<file path="config.mk">
export PLATFORM = sky130hd
export DESIGN_NAME = data_mem_responder
export DESIGN_NICKNAME = d
export VERILOG_FILES = /design/src/rtl/data_mem_responder.sv
export SDC_FILE = /design/constraint.sdc
export NUM_CORES = 2
export LEC_CHECK = 0
export CORE_UTILIZATION = 40
export CTS_BUF_LIST = sky130_fd_sc_hd__clkbuf_16
export CTS_CLUSTER_DIAMETER = 60
export DETAILED_ROUTE_END_ITERATION = 10
export PLACE_DENSITY = 0.52
export SYNTH_ARGS = -nofsm -noshare
export SYNTH_HDL_FRONTEND = slang
export SYNTH_SLANG_ARGS = --single-unit
</file>
<file path="constraint.sdc">
create_clock -name clock -period 4.1 [get_ports clock]
set_clock_uncertainty 0.1 [all_clocks]
set_input_delay 0.82 -clock clock [delete_from_list [all_inputs] [get_ports clock]]
set_output_delay 0.82 -clock clock [all_outputs]
set_load 0.02 [all_outputs]
</file>
<file path="src/rtl/data_mem_responder.sv">
// Word-addressed data memory slave: accepts one load/store at a time, waits a
// fixed number of cycles, then returns a single-cycle response strobe.
module data_mem_responder #(
  parameter int DEPTH       = 64,
  parameter int ADDR_W      = 6,
  parameter int WAIT_CYCLES = 2
) (
  input  logic        clock,
  input  logic        reset,
  input  logic        enable,
  input  logic        req_valid,
  input  logic        req_write,
  input  logic [31:0] req_addr,
  input  logic [31:0] req_wdata,
  output logic        req_ready,
  output logic        resp_valid,
  output logic [31:0] resp_rdata,
  output logic        resp_error,
  output logic        busy
);

  typedef enum logic [1:0] {
    IDLE = 2'd0,
    WAIT = 2'd1,
    RESP = 2'd2
  } state_t;

  localparam logic [3:0] WAIT_LOAD = (WAIT_CYCLES > 0) ? 4'(WAIT_CYCLES - 1) : 4'd0;

  state_t            state, state_next;
  logic [3:0]        count, count_next;
  logic              write_q;
  logic [31:0]       addr_q;
  logic [31:0]       wdata_q;
  logic [31:0]       mem [DEPTH];
  logic [ADDR_W-1:0] idx;
  logic              addr_err;
  logic              accept;
  logic              do_access;

  assign req_ready = (state == IDLE) && enable;
  assign busy      = (state != IDLE);
  assign accept    = req_valid && req_ready;
  assign do_access = (state == RESP);
  assign idx       = addr_q[ADDR_W+1:2];
  assign addr_err  = (addr_q[1:0] != 2'b00) || (addr_q[31:ADDR_W+2] != '0);

  always_comb begin
    state_next = state;
    count_next = count;
    unique case (state)
      IDLE: begin
        if (accept) begin
          if (WAIT_CYCLES == 0) begin
            state_next = RESP;
          end else begin
            state_next = WAIT;
            count_next = WAIT_LOAD;
          end
        end
      end
      WAIT: begin
        if (count == 4'd0) state_next = RESP;
        else               count_next = count - 4'd1;
      end
      RESP:    state_next = IDLE;
      default: state_next = IDLE;
    endcase
  end

  always_ff @(posedge clock) begin
    if (!reset) begin
      state      <= IDLE;
      count      <= '0;
      resp_valid <= 1'b0;
      resp_error <= 1'b0;
    end else begin
      state      <= state_next;
      count      <= count_next;
      resp_valid <= do_access;
      if (do_access) resp_error <= addr_err;
    end
  end

  // Request fields are captured once so later input activity cannot disturb the access.
  always_ff @(posedge clock) begin
    if (accept) begin
      write_q <= req_write;
      addr_q  <= req_addr;
      wdata_q <= req_wdata;
    end
  end

  always_ff @(posedge clock) begin
    if (!reset)         resp_rdata <= '0;
    else if (do_access) resp_rdata <= (addr_err || write_q) ? '0 : mem[idx];
  end

  // Memory is never cleared; a reset before the access cycle drops the store.
  always_ff @(posedge clock) begin
    if (reset && do_access && write_q && !addr_err) mem[idx] <= wdata_q;
  end

endmodule

</file>
==> impl_metrics.yaml <==
outcome:
  outcome: "completed"
logic_synthesis:
  ys_warn_count: 0
  synth-simple-area-share_pct: 2.402
  yosysSeqAreaShare_pct: 78.35
  synth_edf_count: 2113
  synth.net_count: 3779
  synthCells: 3708
  synth_top_family_by_area: "multiplexers"
  synthFlopType: "edfxtp_1"
  muxShareOfSynthArea_pct: 15.41
  synth_compound_area_share_pct: 2.312
  synth-xor-area-share_pct: 0.02132
  synth.distinct_cells: 66
  ys_async_sr_fraction_pct: 0
  avgSynthCellArea_sq_um: 22.16
  synthAdderAreaFrac_pct: 0.03046
  synth_area_sq_mm: 0.08216
  synth-seq-cells: 2159
global_route:
  track_usage_pct: 23.08
  grt_overflow: 0
  grt_start_max_net_pins: 72
  antenna_found_initial: 9
  grt_pass1_wl_mm: 330.1
  grt_pass1_vias: 40770
timing:
  fin_crit_sh_pct: 88.57
  relSlewSlack_pct: 21.82
  fmax_mhz: 275.4
  final.min_clock_period_ns: 3.631
  setup_tns_ns: 0
  hold_ws_ns: 0.3819
  tightest_slew_ns: 1.173
  slew_violations: 0
  fin_ws_ns: 0.4688
  hold_violations: 0
  setup_violations: 0
  rsz0062_at_grt: "false"
cts:
  cts-root-buf: "clkbuf_16"
  cts_tree: "done"
  clockBufferDepth: 3
  cts_buffers: 221
  post_cts_buffers: 0
  clock_latency_ns: 0.86
  cts_max_level: 4
  cts.clk_slew.worst_paths_ns: 0.06
  cts_resized: 0
  cts.sinks: 2159
  cts_hold_buf: 0
power:
  cellLeakagePower_nw: 29.93
  ir_worst_vdd_uv: 415.4
  p_per_area_mw_per_mm2: 487.4
routing:
  totalWireLength_mm: 236.6
  remaining_drc_errors: 0
  drt_pass1_iterations: 5
  drt_iter0_markers: 5204
  num_vias: 40450
  viasPerCell: 5.803
  wl_per_cell_microns: 33.95
  drtAntennaViolNets: 0
critical_path:
  crit_path_frequent_cell: "nor4_1"
  critPathBufInv: 2
  path_max_fanout: 18
  crit_slowest_cell: "nor2_4"
  start_kind: "flip-flop"
  max_stage_delay_ns: 0.59
  crit_chain: "nor4_1 > nand4_1 > nor4_1 > buf_4 > nand2_1 > nor2_4 > buf_12"
  endpoint_kind: "flip-flop"
  crit_family: "simple AND/OR/NAND/NOR gates"
  crit_type: "reg -> reg"
  worst_ep_required_time_ns: 4.54
  arrival_ns: 4.07
finish:
  syn2layout_area_growth_pct: 16.73
  regArea_sq_mm: 0.06439
  multiInputGateArea_sq_mm: 0.01708
  final_nets: 4175
  drive_above_1_share_pct: 28.06
  final_util_pct: 47.21
  nFillCells: 16750
job:
  max-cap-violations: 0
die:
  io-pin-count: 105
  die_h_microns: 455.2
  coreArea_sq_mm: 0.2031
  die_width_microns: 455.2
  rows: 165
  dieArea_sq_mm: 0.2072
  start_util_pct: 40.44
placed_design:
  gp_congestion: 0.7977
  port_buffers: 104
  pre_cts_ws_ns: 0.3876
  dp_hpwl_mm: 142.0
hold_path:
  hold_class: "reg -> reg"
-- per-layer routing --
layer	track usage, %	part of all wire [%]	vias up
met3	4.000	6.8	276
met2	37.13	48	1505
li1	-	-	16500
met5	0	0	-
met1	32.82	43	22170
met4	5.574	2.1	0
-- area by class of cell --
cell class	count	share of cell area [%]
antenna	4	0.01044
clock buffer	224	5.845
clock inverter	189	1.399
inverter	10	0.04305
multi-input combinational	1345	17.81
sequential	2159	67.14
tap	2672	3.486
timing repair buffer	367	4.270
-- where the power goes --
group	leakage [nW]	total (mW)	switching, mW	internal, mW
clock	3.59	19.3	8.49	10.8
sequential	19.4	24.3	0.103	24.2
combinational	6.96	3.12	1.86	1.25
-- tightest hold or removal path, delay by kind of cell, from the launching register on --
| family | cells | cell delay (ns) |
|---|---|---|
| AOI/OAI and AO/OA | 1 | 0.05 |
| DFF | 1 | 0.33 |
| and+or+nand+nor | 1 | 0.06 |
-- cells by family after synthesis --
family,count (synthesis)
AO/OA/AOI/OAI,277
XOR/XNOR,2
adder cells (fa/ha/maj),2
buffers and inverters,204
flip-flops,2159
multiplexers,640
AND/OR/NAND/NOR,424
-- synthesized netlist by cell type, drive strengths merged, types with 3 or more instances --
library cell | count | area [sq um]
mux2i | 80 | 800.8
mux2 | 67 | 754.5
nand3b | 3 | 22.52
nand3 | 44 | 220.2
a22o | 6 | 52.55
nor4 | 14 | 108.9
o32ai | 7 | 61.31
edfxtp | 2113 | 63450
and3 | 9 | 56.30
o221ai | 10 | 87.58
o2111ai | 10 | 87.58
nor2 | 113 | 424.2
a221oi | 6 | 58.80
nor2b | 17 | 106.4
inv | 10 | 37.53
a21oi | 45 | 225.2
nand2b | 13 | 83.83
nand2 | 145 | 546.8
a32oi | 9 | 78.83
and3b | 3 | 26.28
o211ai | 4 | 30.03
and2 | 5 | 31.28
a221o | 8 | 80.08
mux4 | 493 | 11100
clkbuf | 58 | 217.7
nand4 | 19 | 118.9
nor3b | 5 | 37.54
or2 | 6 | 37.54
a22oi | 36 | 270.3
dfxtp | 46 | 920.9
a31oi | 5 | 31.28
buf | 136 | 958.4
o22ai | 60 | 375.4
a211oi | 8 | 60.06
o21ai | 42 | 210.2
nor3 | 24 | 120.1
a2111oi | 11 | 102.6
-- flip-flops by register name, summed over array words and instances (netlist names), named ones only --
register / count
resp_valid: 1
wdata_q: 32
count: 4
resp_rdata: 32
addr_q: 32
write_q: 1
mem: 2048
state: 2
resp_error: 1
-- metrics by stage --
| stage | std cells | power, mW | instance area, sq um |
|---|---|---|---|
| floorplan | 3708 | 26.64 | 82160 |
| global placement | 6552 | 27.91 | 88930 |
| detailed placement | 6553 | 27.92 | 88950 |
| CTS | 6966 | 47.13 | 95890 |
| global route | 6967 | 48.01 | 95900 |
| finish | 6970 | 46.74 | 95900 |
-- cell usage in the layout (no fill, tap or decap), types with 12 or more instances in the layout --
| cell type | n |
|---|---|
| nand4_1 | 19 |
| buf_12 | 86 |
| nor2b_1 | 16 |
| buf_4 | 176 |
| mux2_2 | 67 |
| inv_1 | 64 |
| clkdlybuf4s50_1 | 104 |
| mux2i_1 | 80 |
| nor2_1 | 48 |
| bufinv_16 | 15 |
| o22ai_1 | 60 |
| nand2_1 | 144 |
| o21ai_0 | 25 |
| a22oi_1 | 36 |
| mux4_2 | 493 |
| nand2b_1 | 12 |
| nor2_4 | 65 |
| clkbuf_16 | 224 |
| o21ai_1 | 17 |
| nor4_1 | 12 |
| a21oi_1 | 45 |
| clkinv_2 | 30 |
| clkinv_1 | 62 |
| nor3_1 | 23 |
| nand3_1 | 44 |
| dfxtp_1 | 40 |
| edfxtp_1 | 2113 |
-- path summary, 6_finish.rpt --
check | end | slack [ns] | depth (start not counted) | start
max | mem[4][8] | 0.47 | 7 | addr_q[12]
min | resp_rdata[5] | 0.38 | 2 | resp_rdata[5]
max reg2reg | mem[4][8] | 0.47 | 7 | addr_q[12]
min reg2reg | resp_rdata[5] | 0.38 | 2 | resp_rdata[5]
Power figures use the tool's default switching activity.
